`config.mk`:
```
export PLATFORM = sky130hd
export DESIGN_NAME = cdb_arbiter
export DESIGN_NICKNAME = d
export VERILOG_FILES = /design/src/rtl/cdb_arbiter_pkg.sv /design/src/rtl/cdb_arbiter_fifo2.sv /design/src/rtl/cdb_arbiter.sv
export SDC_FILE = /design/constraint.sdc
export NUM_CORES = 1
export LEC_CHECK = 0
export BUFFER_PORTS_ARGS = -buffer_cell sky130_fd_sc_hd__buf_4
export CORE_AREA = 2 2 151 153
export DETAILED_ROUTE_END_ITERATION = 8
export DIE_AREA = 0 0 153 155
export HOLD_SLACK_MARGIN = 0.15
export PLACE_DENSITY = 0.78
export SETUP_SLACK_MARGIN = 0.05
export SYNTH_ARGS = -nofsm -noshare
export SYNTH_HDL_FRONTEND = slang
export SYNTH_HIERARCHICAL = 1
export SYNTH_SLANG_ARGS = --single-unit
```
`constraint.sdc`:
```
create_clock -name clk -period 8.6 [get_ports clk]
set_input_delay 0.86 -clock clk [delete_from_list [all_inputs] [get_ports clk]]
set_output_delay 0.86 -clock clk [all_outputs]
set_load 0.05 [all_outputs]
```
`src/rtl/cdb_arbiter_pkg.sv`:
```
// cdb_arbiter_pkg
//   Shared constants for the common data bus arbiter: functional-unit index
//   encodings (matching ALUSel), default widths and the mod-3 index step.
package cdb_arbiter_pkg;
  localparam int NUM_FU     = 3;
  localparam int DATA_W_DEF = 32;
  localparam int TAG_W_DEF  = 4;

  localparam logic [1:0] FU_ADD = 2'd0;
  localparam logic [1:0] FU_MUL = 2'd1;
  localparam logic [1:0] FU_DIV = 2'd2;

  // Next unit index, wrapping DIV back to ADD.
  function automatic logic [1:0] fu_next(input logic [1:0] idx);
    return (idx == FU_DIV) ? FU_ADD : idx + 2'd1;
  endfunction
endpackage

```
`src/rtl/cdb_arbiter_fifo2.sv`:
```
// cdb_fifo2
//   Two-entry result buffer for one functional unit.
//   i_push/i_pop : enqueue i_din / dequeue head (both may fire together)
//   i_flush      : synchronous clear, beats a same-cycle push
//   o_dout       : head entry; o_count/o_full/o_empty : occupancy
module cdb_fifo2 #(
  parameter int W = 36
) (
  input  logic         clk,
  input  logic         rst,
  input  logic         i_flush,
  input  logic         i_push,
  input  logic         i_pop,
  input  logic [W-1:0] i_din,
  output logic [W-1:0] o_dout,
  output logic [1:0]   o_count,
  output logic         o_full,
  output logic         o_empty
);
  logic [W-1:0] r_mem [2];
  logic         r_wptr, r_rptr;
  logic [1:0]   r_cnt;
  logic         w_push, w_pop;

  assign o_full  = (r_cnt == 2'd2);
  assign o_empty = (r_cnt == 2'd0);
  assign o_count = r_cnt;
  assign o_dout  = r_mem[r_rptr];

  // A pop on an empty buffer is legal only alongside a push: the entry is
  // written and consumed in the same cycle (the caller bypasses i_din).
  assign w_push = i_push & ~o_full & ~i_flush;
  assign w_pop  = i_pop & (~o_empty | w_push) & ~i_flush;

  always_ff @(posedge clk or posedge rst) begin
    if (rst) begin
      r_wptr <= 1'b0;
      r_rptr <= 1'b0;
      r_cnt  <= 2'd0;
    end else if (i_flush) begin
      r_wptr <= 1'b0;
      r_rptr <= 1'b0;
      r_cnt  <= 2'd0;
    end else begin
      if (w_push) r_wptr <= ~r_wptr;
      if (w_pop)  r_rptr <= ~r_rptr;
      case ({w_push, w_pop})
        2'b10:   r_cnt <= r_cnt + 2'd1;
        2'b01:   r_cnt <= r_cnt - 2'd1;
        default: r_cnt <= r_cnt;
      endcase
    end
  end

  always_ff @(posedge clk) begin
    if (w_push) r_mem[r_wptr] <= i_din;
  end
endmodule

```
`src/rtl/cdb_arbiter.sv`:
```
// cdb_arbiter
//   Buffers results from the add/sub, multiply and divide units (one 2-entry
//   FIFO each) and broadcasts one per cycle on the CDB, round-robin.
//   clk, rst (async high), flush (sync clear)
//   fu_valid/fu_tag/fu_data in, fu_ready out : per-unit result handshake
//   cdb_valid/cdb_tag/cdb_data/cdb_src       : registered broadcast
//   fu_pending                               : per-unit buffer non-empty
module cdb_arbiter
  import cdb_arbiter_pkg::*;
#(
  parameter int DATA_W = DATA_W_DEF,
  parameter int TAG_W  = TAG_W_DEF
) (
  input  logic                  clk,
  input  logic                  rst,
  input  logic                  flush,
  input  logic [2:0]            fu_valid,
  input  logic [3*TAG_W-1:0]    fu_tag,
  input  logic [3*DATA_W-1:0]   fu_data,
  output logic [2:0]            fu_ready,
  output logic                  cdb_valid,
  output logic [TAG_W-1:0]      cdb_tag,
  output logic [DATA_W-1:0]     cdb_data,
  output logic [1:0]            cdb_src,
  output logic [2:0]            fu_pending
);
  localparam int EW = TAG_W + DATA_W;

  logic [2:0]    w_push, w_pop, w_full, w_empty, w_cand;
  logic [EW-1:0] w_din  [NUM_FU];
  logic [EW-1:0] w_dout [NUM_FU];
  logic [EW-1:0] w_head [NUM_FU];
  logic [1:0]    w_cnt  [NUM_FU];

  logic [1:0]        r_rr;
  logic              r_cdb_valid;
  logic [TAG_W-1:0]  r_cdb_tag;
  logic [DATA_W-1:0] r_cdb_data;
  logic [1:0]        r_cdb_src;

  logic              w_gnt_vld;
  logic [1:0]        w_gnt_idx, w_idx;

  for (genvar g = 0; g < NUM_FU; g++) begin : g_fu
    assign w_din[g]      = {fu_tag[g*TAG_W +: TAG_W], fu_data[g*DATA_W +: DATA_W]};
    assign w_push[g]     = fu_valid[g] & ~w_full[g] & ~flush;
    assign fu_ready[g]   = (w_cnt[g] < 2'd2);
    assign fu_pending[g] = (w_cnt[g] != 2'd0);
    // An empty buffer taking a result this cycle competes with it directly,
    // giving single-cycle acceptance-to-broadcast latency.
    assign w_cand[g]     = ~w_empty[g] | w_push[g];
    assign w_head[g]     = w_empty[g] ? w_din[g] : w_dout[g];

    cdb_fifo2 #(.W(EW)) u_fifo (
      .clk     (clk),
      .rst     (rst),
      .i_flush (flush),
      .i_push  (w_push[g]),
      .i_pop   (w_pop[g]),
      .i_din   (w_din[g]),
      .o_dout  (w_dout[g]),
      .o_count (w_cnt[g]),
      .o_full  (w_full[g]),
      .o_empty (w_empty[g])
    );
  end

  // Round-robin search starting at r_rr, upward modulo 3.
  always_comb begin
    w_gnt_vld = 1'b0;
    w_gnt_idx = r_rr;
    w_idx     = r_rr;
    for (int k = 0; k < NUM_FU; k++) begin
      if (!w_gnt_vld && w_cand[w_idx]) begin
        w_gnt_vld = 1'b1;
        w_gnt_idx = w_idx;
      end
      w_idx = fu_next(w_idx);
    end
  end

  assign w_pop = (w_gnt_vld && !flush) ? (3'b001 << w_gnt_idx) : 3'b000;

  always_ff @(posedge clk or posedge rst) begin
    if (rst) begin
      r_rr        <= FU_ADD;
      r_cdb_valid <= 1'b0;
      r_cdb_tag   <= '0;
      r_cdb_data  <= '0;
      r_cdb_src   <= 2'd0;
    end else if (flush) begin
      r_rr        <= FU_ADD;
      r_cdb_valid <= 1'b0;
    end else begin
      r_cdb_valid <= w_gnt_vld;
      if (w_gnt_vld) begin
        r_rr       <= fu_next(w_gnt_idx);
        r_cdb_tag  <= w_head[w_gnt_idx][EW-1 -: TAG_W];
        r_cdb_data <= w_head[w_gnt_idx][DATA_W-1:0];
        r_cdb_src  <= w_gnt_idx;
      end
    end
  end

  assign cdb_valid = r_cdb_valid;
  assign cdb_tag   = r_cdb_tag;
  assign cdb_data  = r_cdb_data;
  assign cdb_src   = r_cdb_src;
endmodule

```
# After elaboration in Yosys (flattened, before gate mapping)

Memory sizes are Yosys's and may differ from the RTL's.
Cells that the tools add are included.
Widths: inputs -> output; s select.

$add $sub $neg: 9
Order comparisons: 7
Equal/unequal tests: 12
Shifts and indexed selects: 1
Multiplexer cells: 48
Bitwise gates (word level): 38
Reduce and logical (&&, ||, !) cells: 23

Operators by type and width:

| kind                | count |
|---|---|
| $mux 36             | 5 |
| $bmux 36 s2         | 1 |
| $mux 1              | 25 |
| $mux 2              | 10 |
| $reduce_bool 2->1   | 10 |
| $and 1x1->1         | 18 |
| $eq 2x2->1 const B  | 9 |
| $not 1->1           | 13 |
| $add 2x1->2 const B | 6 |
| $pmux 2 s2          | 3 |
| $lt 2x3->1 const B  | 3 |
| $reduce_bool 3->1   | 3 |
| $bmux 1 s2          | 3 |
| $eq 2x1->1 const B  | 3 |
| $logic_not 2->1     | 3 |
| $lt 2x2->1 const B  | 3 |
| $or 1x1->1          | 6 |
| $sub 2x1->2 const B | 3 |
| $ge 3x3->1 const B  | 1 |
| $logic_and 1x1->1   | 3 |
| $logic_not 1->1     | 3 |
| $mux 3              | 1 |
| $not 2->3           | 1 |
| $shl 1x2->3 const A | 1 |
| $reduce_and 2->1    | 1 |

Register bits: 53
Memory bits (writable): 216
Output and inout port bits: 45
Word-level logic and storage cells: 155
Memories kept: 3

Memories:

| name                 | depth | width | read ports | clocked after Yosys merged registers in | wr ports | line                    | source |
|---|---|---|---|---|---|---|---|
| g_fu[0].u_fifo.r_mem | 2     | 36    | 1          | 0                                       | 1        | cdb_arbiter_fifo2.sv:20 | `logic [W-1:0] r_mem [2];` |
| g_fu[1].u_fifo.r_mem | 2     | 36    | 1          | 0                                       | 1        | cdb_arbiter_fifo2.sv:20 |  |
| g_fu[2].u_fifo.r_mem | 2     | 36    | 1          | 0                                       | 1        | cdb_arbiter_fifo2.sv:20 |  |

# Depth between registers and ports, before layout

Depth after elaboration: 21
Mapped depth: 12
Mapped depth without buffers: 11

# By module

The synthesis kept the hierarchy.

By module, submodules not included:

| module      | times used | cells an instance | area an instance (um2) | sequential area each (um2) |
|---|---|---|---|---|
| cdb_fifo2   | 3          | 138               | 2,822.7                | 2,262.2 |
| cdb_arbiter | 1          | 354               | 3,880.0                | 1,026.0 |

# Worst setup path before layout

OpenSTA, ideal clock, no wires.

Path kind: input -> register
From: input port flush
To: memory g_fu[0].u_fifo.r_mem[1][0] (enable)
Arrival: 4.424 ns
Data required time: 8.118 ns
Setup slack: 3.694 ns
Stages on the path: 3
Buffers on the path: 0
Cells stage by stage: nor3b_1 > nand2_1 > nor3b_1

Word-level cells in the longest chain between the ends: 6

RTL lines:

| what                             | line                    | source |
|---|---|---|
| start: declaration               | cdb_arbiter.sv:16       | `input logic flush,` |
| $not 1->1 (no line) (*)          | -                       |  |
| $and 1x1->1                      | cdb_arbiter.sv:46       | `assign w_push[g] = fu_valid[g] & ~w_full[g] & ~flush;` |
| $and 1x1->1                      | cdb_arbiter_fifo2.sv:32 | `assign w_push = i_push & ~o_full & ~i_flush;` |
| $and 1x1->1 (*)                  | cdb_arbiter_fifo2.sv:32 |  |
| $mux 1 (*)                       | cdb_arbiter_fifo2.sv:56 | `if (w_push) r_mem[r_wptr] <= i_din;` |
| $mux 1 (not written as such) (*) | cdb_arbiter_fifo2.sv:56 |  |
| end: declaration                 | cdb_arbiter_fifo2.sv:20 |  |

Every way passes the cells marked *; elsewhere a longest branch is shown, timed or not.

# Final worst setup path

From: register g_fu[0].u_fifo.r_cnt[0]
To: register g_fu[1].u_fifo.r_cnt[0]

RTL lines:

| what                                                    | line                    | source |
|---|---|---|
| start: declaration                                      | cdb_arbiter_fifo2.sv:22 | `logic [1:0] r_cnt;` |
| start signal: assignment                                | cdb_arbiter_fifo2.sv:48 | `2'b10: r_cnt <= r_cnt + 2'd1;` |
| start signal: assignment                                | cdb_arbiter_fifo2.sv:49 | `2'b01: r_cnt <= r_cnt - 2'd1;` |
| start signal: assignment                                | cdb_arbiter_fifo2.sv:50 | `default: r_cnt <= r_cnt;` |
| $logic_not 2->1 (*)                                     | cdb_arbiter_fifo2.sv:26 | `assign o_empty = (r_cnt == 2'd0);` |
| via w_empty[0]                                          | cdb_arbiter.sv:29       | `logic [2:0] w_push, w_pop, w_full, w_empty, w_cand;` |
| $not 1->1 (*)                                           | cdb_arbiter.sv:51       | `assign w_cand[g] = ~w_empty[g] \| w_push[g];` |
| $or 1x1->1 (*)                                          | cdb_arbiter.sv:51       |  |
| $bmux 1 s2                                              | cdb_arbiter.sv:74       | `if (!w_gnt_vld && w_cand[w_idx]) begin` |
| $mux 1 (not written as such)                            | cdb_arbiter.sv:74       |  |
| $mux 1                                                  | cdb_arbiter.sv:74       |  |
| $logic_not 1->1                                         | cdb_arbiter.sv:74       |  |
| [4 not listed]                                          | -                       |  |
| $mux 2 / $mux 1 (equally long branches)                 | cdb_arbiter.sv:74       |  |
| $shl 1x2->3 / $logic_and 1x1->1 (equally long branches) | cdb_arbiter.sv:82       | `assign w_pop = (w_gnt_vld && !flush) ? (3'b001 << w_gnt_idx) : 3'b000;` |
| $mux 3 (*)                                              | cdb_arbiter.sv:82       |  |
| via w_pop[1]                                            | cdb_arbiter.sv:29       |  |
| $and 1x1->1 (*) (2 in a row)                            | cdb_arbiter_fifo2.sv:33 | `assign w_pop = i_pop & (~o_empty \| w_push) & ~i_flush;` |
| $eq 2x1->1 / $eq 2x2->1 (equally long branches)         | cdb_arbiter_fifo2.sv:47 | `case ({w_push, w_pop})` |
| $pmux 2 s2                                              | cdb_arbiter_fifo2.sv:47 |  |
| $mux 2                                                  | cdb_arbiter_fifo2.sv:40 | `end else if (i_flush) begin` |
| end signal: assignment                                  | cdb_arbiter_fifo2.sv:48 |  |
| end signal: assignment                                  | cdb_arbiter_fifo2.sv:49 |  |
| end signal: assignment                                  | cdb_arbiter_fifo2.sv:50 |  |
| end: declaration                                        | cdb_arbiter_fifo2.sv:22 |  |

Mark *: on every way through the listed nets, which the timed path passes. The rest lies on a longest branch. The select of a mux whose other input is x is not followed.
A chain may end at the register's enable or synchronous reset.

==> metrics.log <==
INFO  metric status = finished, final reports clean
INFO  metric placement.io_buffers = roughly 160
INFO  metric grt_antenna_before_repair = 0
INFO  metric synth.net_count = slightly below 900
INFO  metric cts_tree = done
INFO  metric highest_achievable_clock_rate = about 270 MHz
INFO  metric io_pins = 159
INFO  metric first_global_vias = slightly above 7000
INFO  metric timing.slew.headroom = 35.27%
INFO  metric grt_start_max_net_pins = a little over 60
INFO  metric layout_worst_path_cycle_share = between 40% and 50%
INFO  metric worst_setup_path_start_kind = flip-flop
INFO  metric mappedNetlistArea = 12350 µm²
INFO  metric synth.distinct_cells = 48
INFO  metric clk_root_buffer_cell = sky130_fd_sc_hd__clkbuf_16
INFO  metric worst_margin_slew = approximately 0.97 ns
INFO  metric hold_path.class = input pin to async pin
INFO  metric wl = 28.05 mm
INFO  metric design.final.nets = 1033
INFO  metric fin_worst_setup_slack = 4.895 ns
INFO  metric worst_setup_path_end_kind = flip-flop
INFO  metric area_growth_syn_to_layout = 18.08%
INFO  metric placement.setup.worst_slack = 4.708 ns
INFO  metric synthArstFlopShare = 19.70%
INFO  metric postCtsResizedCells = 0
INFO  metric clock-skew-final = 0.02509 ns
INFO  metric core-area = 22230 µm²
INFO  metric final_layout_size_suffix_gt1_share = 31.56%
INFO  metric power.combinational.fraction = approximately 25%
INFO  metric seq_total_area_yosys = 63.27%
INFO  metric ff2ff_path_depth = 10
INFO  metric route.detailed.drc = 0
INFO  metric power_density_over_the_cells = ~250 nW/µm²
INFO  metric syn_area_per_cell = 16.08 µm²
INFO  metric clock_sinks = around 270
INFO  metric worst_setup_hold_path_clk_slew = around 0.06 ns
INFO  metric hpwl = 18.27 mm
INFO  metric clock_period_minus_final_worst_setup_slack = about 3.7 ns
INFO  metric numCtsBuffers = 28
INFO  metric firstDrtPassIters = 6
INFO  metric rrSetupSlack = 4.89 ns
INFO  metric hold-worst-slack = 0.2333 ns
INFO  metric power.share.clock = ~32%
INFO  metric timing.critical_path.fanout_max = 43
INFO  metric die_x = 153 µm
INFO  metric post_synth_inst_count = 768
INFO  metric timing.final.setup_violations = 0
INFO  metric ctsLongestPathBuffers = 3
INFO  metric worst_ep_required_time = 9.05 ns
INFO  metric switchingPower = 0.001170 W
INFO  metric reg2reg_to = g_fu[1].u_fifo/o_count[0]
INFO  metric dr_total_vias = 7415
INFO  metric drt_first_iter_violations = 618
INFO  metric timing.final.hold_violations = 0
INFO  metric ir_drop = roughly 0.19 mV
INFO  metric design_area = 14580 µm²
INFO  metric report.final.slew_viol_count = 0
INFO  metric placementRows = 55
INFO  metric place_congestion = 0.8414
INFO  metric static-leakage-power = 5.782 nW
INFO  metric ant_nets = 0
INFO  metric grt_usage = 23.19%
INFO  metric register_bit_count_reported_by_yosys = 269
INFO  metric mostFrequentLayoutCells = sky130_fd_sc_hd__edfxtp_1, sky130_fd_sc_hd__buf_4, sky130_fd_sc_hd__mux2i_1
INFO  metric die_outline_height = between 150 and 200 µm
INFO  metric fp.dieArea = approximately 24000 µm²
INFO  metric start_util = 55.55%
INFO  metric layout_commonest_cell = sky130_fd_sc_hd__edfxtp_1
INFO  metric cts_post_setup_buffers_inserted = 0
INFO  metric dominant_synthesized_flop_cell = sky130_fd_sc_hd__edfxtp_1
INFO  metric power_switching_share = 31.68%
INFO  metric diodes = 0
INFO  metric timing.rr.start = g_fu[0].u_fifo/o_count[0]
INFO  metric synth-edff-count = 216
INFO  metric holdBufCountCts = 0
INFO  metric final.fill_count = 1580
INFO  metric power.sequential.fraction = between 40% and 50%
INFO  metric worst_ep_arrival_time = between 4 and 5 ns
INFO  metric global_route_wire_length_before_repair = ~42 mm
INFO  metric synth_warnings = 6
INFO  metric grt_overflow = 0
INFO  metric clkLatencyLatePin = about 0.55 ns
INFO  metric rsz0062_at_grt = no
INFO  metric clock_tree.htree_level_count = 1
INFO  metric number_of_max_capacitance_violations_reported = 0
INFO  metric dpl_cell_area = 13670 µm²
INFO  metric critical_path_class = flip-flop to flip-flop
INFO  metric internal_power = 0.002524 W
INFO  metric timing.setup.tns = 0 ns
INFO  metric routed_wire_length_per_instance = between 20 and 25 µm
INFO  metric vias_per_cell = 6.048
INFO  metric finish.utilization = about two thirds
## how the worst max path moves through the flow
stage / from / to / slack (ns) / cells past startpoint
final: g_fu[0].u_fifo/o_count[0] / g_fu[1].u_fifo/o_count[0] / 4.89 / 10
after global routing: g_fu[0].u_fifo/o_count[0] / g_fu[1].u_fifo/o_count[0] / 4.63 / 10
after CTS: g_fu[0].u_fifo/o_count[0] / g_fu[1].u_fifo/o_count[0] / 4.91 / 10
after detailed placement: flush / g_fu[1].u_fifo/o_count[0] / 4.71 / 10
after global placement: flush / g_fu[1].u_fifo/o_count[0] / 4.80 / 10
after floorplan: flush / g_fu[0].u_fifo/r_mem[1][0] / 3.69 / 3
## registers in the layout, summed over array words and instances, names as in the netlist
signal,cells
r_rr,2
g_fu.u_fifo/r_wptr,3
cdb_valid,1
g_fu.u_fifo/r_rptr,3
g_fu.u_fifo/o_count,6
cdb_src,2
g_fu.u_fifo/r_mem,216
cdb_tag,4
cdb_data,32
## Yosys cell counts, drive strengths merged, types with 12 or more instances
library cell  instances  share of area, %
edfxtp              216                53
mux2                110                10
mux2i               106               8.6
dfrtp                53                11
a211oi               40               2.4
buf                  37               2.1
a32oi                36               2.6
o221ai               36               4.0
inv                  21              0.66
clkbuf               13              0.96
nand2                13              0.46
a21oi                12              0.49
## final cells by class
cell class	instances	area, µm²	share of cell area (%)
flip-flops and latches	269	7814	53.59
multi-input cells	424	4106	28.16
inverters	21	81.33	0.5578
repair buffers	175	1314	9.011
clock buffers	38	778.2	5.338
well taps	285	356.6	2.446
clock inverters	14	130.1	0.8925
## per-stage QoR
step           std cells  power, W
2_1_floorplan        768  0.002245
3_3_place_gp        1174  0.002528
3_5_place_dp        1174  0.002536
4_1_cts             1226  0.003717
5_1_grt             1226  0.003829
6_report            1226  0.003694
## logic make-up (layout without fill, tap and decap cells)
| family | count (synthesis) | in the layout | share of synthesized area (%) |
|---|---|---|---|
| muxes | 216 | 216 | 18.62 |
| DFF | 269 | 269 | 63.27 |
| buffers and inverters | 75 | 248 | 4.023 |
| xor gates and xnor gates | 6 | 6 | 0.4256 |
| and+or+nand+nor | 52 | 52 | 2.634 |
| AOI/OAI and AO/OA | 150 | 150 | 11.02 |
## per-layer routing
metal | GRT usage (%) | share of wire [%] | up-vias
met5 | 0 | 0 | -
met1 | 32.42 | 43 | 3715
li1 | - | - | 3387
met3 | 3.955 | 6.2 | 40
met2 | 38.31 | 48 | 273
met4 | 5.952 | 2.2 | 0
## critical path, stage by stage (launching register included)
cell	delay, ns
sky130_fd_sc_hd__dfrtp_1	0.49
sky130_fd_sc_hd__nor2_4	0.13
sky130_fd_sc_hd__buf_4	0.56
sky130_fd_sc_hd__inv_1	0.20
sky130_fd_sc_hd__nor4_4	0.30
sky130_fd_sc_hd__buf_4	0.36
sky130_fd_sc_hd__a21o_2	0.74
sky130_fd_sc_hd__nor2_1	0.28
sky130_fd_sc_hd__nor3b_1	0.24
sky130_fd_sc_hd__a211oi_1	0.07
sky130_fd_sc_hd__a211oi_1	0.21
## power groups by stage
stage	clock network (W)	registers, W	logic [W]
final	0.00118	0.00160	0.000908
after global placement	0	0.00163	0.000900
after floorplan	0	0.00183	0.000416
after CTS	0.00120	0.00160	0.000913
after global routing	0.00126	0.00161	0.000958
after detailed placement	0	0.00163	0.000911
(Power assumes the default switching activity.)
